--- src/rtl/accu_pkg.sv ---
// Shared constants, helpers and drain FSM encoding for the accumulation
// output buffer datapath.
package accu_pkg;

   localparam int default_nb_pe_row    = 8;
   localparam int default_buffer_width = 16;
   localparam int default_buffer_depth = 8192;
   localparam int default_out_width    = 8;
   localparam int default_fifo_depth   = 4;

   // Ceiling log2; a value of 1 yields 0.
   function automatic int clogb2(input int value);
      int v;
      int r;
      v = value - 1;
      r = 0;
      while (v > 0) begin
         v = v >> 1;
         r++;
      end
      return r;
   endfunction

   typedef enum logic [1:0] {
      IDLE,
      RUN,
      FLUSH,
      DONE
   } drain_state_t;

endpackage

--- src/rtl/accu_requant_lane.sv ---
// One lane of requantisation: optional ReLU, round-half-up arithmetic right
// shift, then saturation to out_width.
module accu_requant_lane
   import accu_pkg::*;
#(
   parameter int buffer_width = default_buffer_width,
   parameter int out_width    = default_out_width
)(
   input  logic signed [buffer_width-1:0] x,
   input  logic        [3:0]              shift,
   input  logic                           relu_en,
   output logic signed [out_width-1:0]    y
);

   localparam int ext_width = buffer_width + 1;

   logic signed [ext_width-1:0] x_ext;
   logic signed [ext_width-1:0] rnd;
   logic signed [ext_width-1:0] t;
   logic signed [ext_width-1:0] q;
   logic signed [ext_width-1:0] sat_max;
   logic signed [ext_width-1:0] sat_min;

   assign sat_max = {{(ext_width-out_width+1){1'b0}}, {(out_width-1){1'b1}}};
   assign sat_min = {{(ext_width-out_width+1){1'b1}}, {(out_width-1){1'b0}}};

   // One guard bit keeps the rounding add from overflowing at full scale.
   always_comb begin
      x_ext = (relu_en && x[buffer_width-1]) ? '0 : {x[buffer_width-1], x};
      rnd   = '0;
      if (shift != 4'd0) begin
         rnd[shift - 4'd1] = 1'b1;
      end
      t = x_ext + rnd;
      q = t >>> shift;
      if (q > sat_max) begin
         y = sat_max[out_width-1:0];
      end else if (q < sat_min) begin
         y = sat_min[out_width-1:0];
      end else begin
         y = q[out_width-1:0];
      end
   end

endmodule

--- src/rtl/accu_outbuffer_drain.sv ---
// Drains a programmed address range of the accumulation buffer, requantises
// each lane and streams rows out through a credit-protected skid FIFO.
module accu_outbuffer_drain
   import accu_pkg::*;
#(
   parameter int nb_pe_row         = default_nb_pe_row,
   parameter int buffer_width      = default_buffer_width,
   parameter int buffer_depth      = default_buffer_depth,
   parameter int buffer_addr_width = clogb2(buffer_depth),
   parameter int out_width         = default_out_width,
   parameter int fifo_depth        = default_fifo_depth
)(
   input  logic                              clk,
   input  logic                              rst,
   input  logic                              start,
   input  logic [buffer_addr_width-1:0]      base_addr,
   input  logic [buffer_addr_width:0]        nb_words,
   input  logic [3:0]                        shift,
   input  logic                              relu_en,
   output logic [buffer_addr_width-1:0]      rAddr,
   output logic                              rEn,
   input  logic [nb_pe_row*buffer_width-1:0] buffer_out_all_rows,
   output logic [nb_pe_row*out_width-1:0]    out_data,
   output logic                              out_valid,
   input  logic                              out_ready,
   output logic                              busy,
   output logic                              done
);

   localparam int row_width = nb_pe_row * out_width;
   localparam int fifo_aw   = clogb2(fifo_depth);
   localparam logic [fifo_aw+1:0] credit_limit = (fifo_aw+2)'(fifo_depth);
   localparam logic [buffer_addr_width-1:0] addr_last = buffer_addr_width'(buffer_depth - 1);

   drain_state_t state, state_nxt;

   logic [buffer_addr_width:0]   issued;
   logic [buffer_addr_width:0]   nb_words_r;
   logic [buffer_addr_width-1:0] addr_r;
   logic [3:0]                   shift_r;
   logic                         relu_r;
   logic                         inflight;

   logic [row_width-1:0] mem [fifo_depth];
   logic [fifo_aw-1:0]   wr_ptr;
   logic [fifo_aw-1:0]   rd_ptr;
   logic [fifo_aw:0]     count;
   logic [fifo_aw:0]     count_nxt;
   logic [fifo_aw+1:0]   credit_used;
   logic [row_width-1:0] row_q;
   logic                 issue;
   logic                 push;
   logic                 pop;

   for (genvar i = 0; i < nb_pe_row; i++) begin : g_lane
      accu_requant_lane #(
         .buffer_width (buffer_width),
         .out_width    (out_width)
      ) u_lane (
         .x       (buffer_out_all_rows[(i+1)*buffer_width-1 -: buffer_width]),
         .shift   (shift_r),
         .relu_en (relu_r),
         .y       (row_q[(i+1)*out_width-1 -: out_width])
      );
   end

   // Words in flight count against FIFO space so a full FIFO is never overrun.
   assign credit_used = (fifo_aw+2)'(count) + (fifo_aw+2)'(inflight);
   assign issue       = (state == RUN) && (issued != nb_words_r) && (credit_used < credit_limit);
   assign push        = inflight;
   assign pop         = out_valid && out_ready;
   assign count_nxt   = count + (fifo_aw+1)'(push) - (fifo_aw+1)'(pop);

   assign rEn       = issue;
   assign rAddr     = addr_r;
   assign out_valid = (count != '0);
   assign out_data  = mem[rd_ptr];
   assign busy      = (state != IDLE);
   assign done      = (state == DONE);

   // FLUSH looks at next-cycle occupancy so done lands right after the last pop.
   always_comb begin
      state_nxt = state;
      case (state)
         IDLE:    if (start) state_nxt = (nb_words != '0) ? RUN : DONE;
         RUN:     if (issue && (issued + (buffer_addr_width+1)'(1) == nb_words_r)) state_nxt = FLUSH;
         FLUSH:   if (!inflight && (count_nxt == '0)) state_nxt = DONE;
         DONE:    state_nxt = IDLE;
         default: state_nxt = IDLE;
      endcase
   end

   always_ff @(posedge clk or posedge rst) begin
      if (rst) begin
         state      <= IDLE;
         issued     <= '0;
         nb_words_r <= '0;
         addr_r     <= '0;
         shift_r    <= '0;
         relu_r     <= 1'b0;
         inflight   <= 1'b0;
      end else begin
         state    <= state_nxt;
         inflight <= issue;
         if ((state == IDLE) && start) begin
            issued     <= '0;
            nb_words_r <= nb_words;
            addr_r     <= base_addr;
            shift_r    <= shift;
            relu_r     <= relu_en;
         end else if (issue) begin
            issued <= issued + (buffer_addr_width+1)'(1);
            addr_r <= (addr_r == addr_last) ? '0 : addr_r + buffer_addr_width'(1);
         end
      end
   end

   always_ff @(posedge clk or posedge rst) begin
      if (rst) begin
         for (int unsigned i = 0; i < fifo_depth; i++) begin
            mem[i] <= '0;
         end
         wr_ptr <= '0;
         rd_ptr <= '0;
         count  <= '0;
      end else begin
         if (push) begin
            mem[wr_ptr] <= row_q;
            wr_ptr      <= wr_ptr + fifo_aw'(1);
         end
         if (pop) begin
            rd_ptr <= rd_ptr + fifo_aw'(1);
         end
         count <= count_nxt;
      end
   end

endmodule
--- config.mk ---
export PLATFORM = sky130hd
export DESIGN_NAME = accu_outbuffer_drain
export DESIGN_NICKNAME = d
export VERILOG_FILES = /design/src/rtl/accu_pkg.sv /design/src/rtl/accu_requant_lane.sv /design/src/rtl/accu_outbuffer_drain.sv
export SDC_FILE = /design/constraint.sdc
export NUM_CORES = 1
export LEC_CHECK = 0
export CAP_MARGIN = 20
export CORE_ASPECT_RATIO = 0.7
export CORE_MARGIN = 4
export CORE_UTILIZATION = 55
export CTS_CLUSTER_DIAMETER = 120
export CTS_CLUSTER_SIZE = 40
export DETAILED_ROUTE_END_ITERATION = 10
export GPL_TIMING_DRIVEN = 0
export PLACE_DENSITY_LB_ADDON = 0.12
export REMOVE_ABC_BUFFERS = 1
export SYNTH_ARGS = -nofsm -noshare
export SYNTH_HDL_FRONTEND = slang
export SYNTH_SLANG_ARGS = --single-unit
--- constraint.sdc ---
create_clock -name clk -period 10.4 [get_ports clk]
set_clock_uncertainty 0.05 [all_clocks]
set_input_delay 1.56 -clock clk [delete_from_list [all_inputs] [get_ports clk]]
set_output_delay 1.56 -clock clk [all_outputs]
set_load 0.05 [all_outputs]
==> impl_metrics.csv <==
group,metric,value,unit
layout,fin_util,62.6,%
clocking,postCtsSetupRepairBufs,0,
clocking,numCtsBuffers,11,
setup_path,timing.rr.end,"mem[166]",
logic_synthesis,synthFlopType,"dfrtp_1",
floorplan,rows,72,
layout,regArea,7830,sq um
min_path,worstHoldPathCells,2,
layout,drive_gt1_share,10.3,%
place,dp.final_hpwl,79500,um
sta,hold_viol_final,0,
sta,rsz0062_at_grt,"no",
sta,totalNegativeSetupSlack,0,ns
detailed_routing,avgRoutedWirePerCell,23.8,um
pwr,p_per_area,352,nW/um^2
logic_synthesis,ys_seq_area_share,25.0,%
logic_synthesis,synth_area,31200,sq um
global_route,gr-total-overflow,0,
layout,nets,4082,
setup_path,end_kind,"flop",
sta,finalSetupViolCount,0,
clocking,cts.clk_slew.worst_paths,0.15,ns
clocking,cts_root_buf,"clkbuf_16",
setup_path,slowest_stage,"a311oi_2",
floorplan,fp.dieH,207,um
flow_run,maxCapViolations,0,
floorplan,ios,245,
setup_path,required,10.78,ns
layout,multi_input_area,22100,sq um
layout,areaGrowthSynthToFinish,11.6,%
global_route,first_global_vias,29027,
global_route,antenna_found_initial,2,
global_route,track_usage,34.2,%
sta,fin_hold_ws,0.441,ns
setup_path,worstSetupStartpointType,"flop",
place,gp_congestion,0.976,
place,place.port_buffers,244,
detailed_routing,drtIter0Drc,4170,
min_path,holdCritPathClass,"reg -> reg",
min_path,worstHoldStart,"mem[2]",
sta,post-route-min-period,8.11,ns
setup_path,worstPathArrival,8.49,ns
sta,slew_viol_final,0,
setup_path,critPathMaxFanout,75,
clocking,clk-insertion-delay-late,0.51,ns
global_route,grt_pass1_wl,168000,um
setup_path,path_cells,"buf_16 -> inv_2 -> nand2_1 -> nor2_2 -> ha_1 -> ha_1 -> a31oi_1 -> o21ai_2 -> o211ai_1 -> o31ai_2 -> o21ai_1 -> xnor2_1 -> o221a_2 -> nor2_1 -> a311oi_2 -> a31oi_1 -> o21ai_0",
clocking,cts.htree.levels,1,
floorplan,die-area,60700,sq um
detailed_routing,num_vias,31287,
floorplan,core,55700,sq um
sta,finalCritPeriodShare,78.0,%
detailed_routing,antenna_left,0,
floorplan,start_util,56.1,%
logic_synthesis,async_reset_ff_share,100,%
logic_synthesis,synth_seq_cells,312,
setup_path,rrSetupSlack,2.29,ns
detailed_routing,drc,0,
logic_synthesis,synth_cell_types,123,
setup_path,cpPeakStageDelay,0.98,ns
detailed_routing,wl,108000,um
clocking,cts_sinks,312,
min_path,min_to,"mem[2]",
pwr,leakagePower,14.2,nW
logic_synthesis,yosys_warnings,0,
layout,fill_cells,4949,
global_route,grt_max_degree,124,
logic_synthesis,postSynthAreaPerCell,8.27,sq um
clocking,clockBufferDepth,3,
logic_synthesis,synthCells,3774,
setup_path,reg2reg_depth,17,
logic_synthesis,synth_edf_count,0,
detailed_routing,viasPerCell,6.88,
sta,fmaxAchievable,123,MHz
sta,worst_slew_pin_slew,1.24,ns
clocking,cts-hold-fix-buffers,0,
clocking,cts_resized,0,
clocking,cts_tree,"built",
floorplan,fp.dieW,293,um
pwr,ir_drop,0.253,mV
setup_path,regToRegStartpoint,"shift_r[3]",
detailed_routing,firstDrtPassIters,7,
status,status,"finished clean",
sta,slew_headroom,17.1,%
setup_path,crit_type,"reg -> reg",
==> cell families after synthesis <==
family,Yosys count,share of synthesized area [%]
XOR/XNOR,197,5.71
adder cells (fa/ha/maj),124,4.90
buffers and inverters,347,4.50
AO/OA/AOI/OAI,1280,28.5
flip-flops,312,25.0
AND/OR/NAND/NOR,1252,19.6
multiplexers,261,11.9
other,1,0.0120
==> through the flow <==
step           power, mW  std cells  cell area [sq um]  worst slack [ns]
2_1_floorplan       8.51       3499              30100            -0.798
3_3_place_gp        11.2       4483              33500             -8.26
3_5_place_dp        11.4       4531              34500              2.50
4_1_cts             12.0       4545              34800              2.42
5_1_grt             13.0       4548              34900              2.04
6_report            12.3       4549              34900              2.29
==> worst max-delay path: cells and delay by family (launching register included) <==
family	cells	cell delay, ns
adders and majority gates	2	0.49
AOI/OAI and AO/OA	9	3.41
and+or+nand+nor	3	1.40
xor gates and xnor gates	1	0.81
buffers and inverters	2	1.09
DFF	1	0.70
==> final cells by class <==
class	count	area share [%]
well taps	740	2.66
repair buffers	295	9.76
clock inverters	1	0.0251
inverters	65	0.739
clock buffers	13	0.811
flip-flops and latches	312	22.5
multi-input cells	3122	63.5
diodes	1	0.00718
==> synthesized netlist by cell type, drive strengths merged (90+ instances only) <==
cell type / instances / area, sq um
a21oi: 247 / 1240
mux2: 94 / 1060
ha: 110 / 1380
dfrtp: 312 / 7810
nand2: 459 / 1730
a211oi: 91 / 756
and2: 135 / 845
xnor2: 139 / 1270
nand3: 90 / 455
nor2: 265 / 995
clkbuf: 205 / 769
o21ai: 317 / 1600
==> cells in the final DEF, fill, tap and decap left out, types with 24 or more instances in the layout <==
| cell | instances |
|---|---|
| nand2_1 | 454 |
| dfrtp_1 | 305 |
| o21ai_0 | 295 |
| nor2_1 | 252 |
| a21oi_1 | 245 |
| clkdlybuf4s50_1 | 244 |
| xnor2_1 | 134 |
| and2_1 | 131 |
| ha_1 | 110 |
| mux2_2 | 93 |
| mux2i_1 | 89 |
| nand3_1 | 89 |
| mux4_2 | 78 |
| a211oi_1 | 78 |
| a31oi_1 | 70 |
| inv_1 | 59 |
| nor3_1 | 58 |
| xor2_1 | 57 |
| a21o_1 | 52 |
| o211ai_1 | 49 |
| and3_1 | 40 |
| nand4_1 | 34 |
| a31o_2 | 29 |
| o21a_1 | 27 |
| a22oi_1 | 25 |
| a221o_1 | 24 |
| nor2b_1 | 24 |
==> layer usage <==
metal / routed length [um] / track usage [%]
met1: 44800 / 48.4
met2: 46400 / 51.0
met3: 12600 / 8.77
met4: 4610 / 11.8
met5: 13 / 0
==> power by group <==
part	switching (mW)	internal, mW
Sequential	0.497	1.78
Combinational	5.98	3.46
Clock	0.363	0.199
==> worst max path at each step <==
stage | depth (start not counted) | slack (ns) | to | start
after global placement | 14 | -8.26 | mem[166] | shift_r[0]
after floorplan | 14 | -0.80 | mem[154] | shift_r[0]
after CTS | 19 | 2.42 | mem[24] | shift_r[1]
final | 17 | 2.29 | mem[166] | shift_r[3]
after detailed placement | 19 | 2.50 | mem[24] | shift_r[1]
after global routing | 17 | 2.04 | mem[230] | shift_r[3]
==> registers in the layout (all words and copies together) (netlist names), 3 cells and up <==
register,flops
shift_r,4
count,3
issued,14
nb_words_r,14
mem,256
rAddr,13
Note: power is estimated with default switching activity, not from simulation.
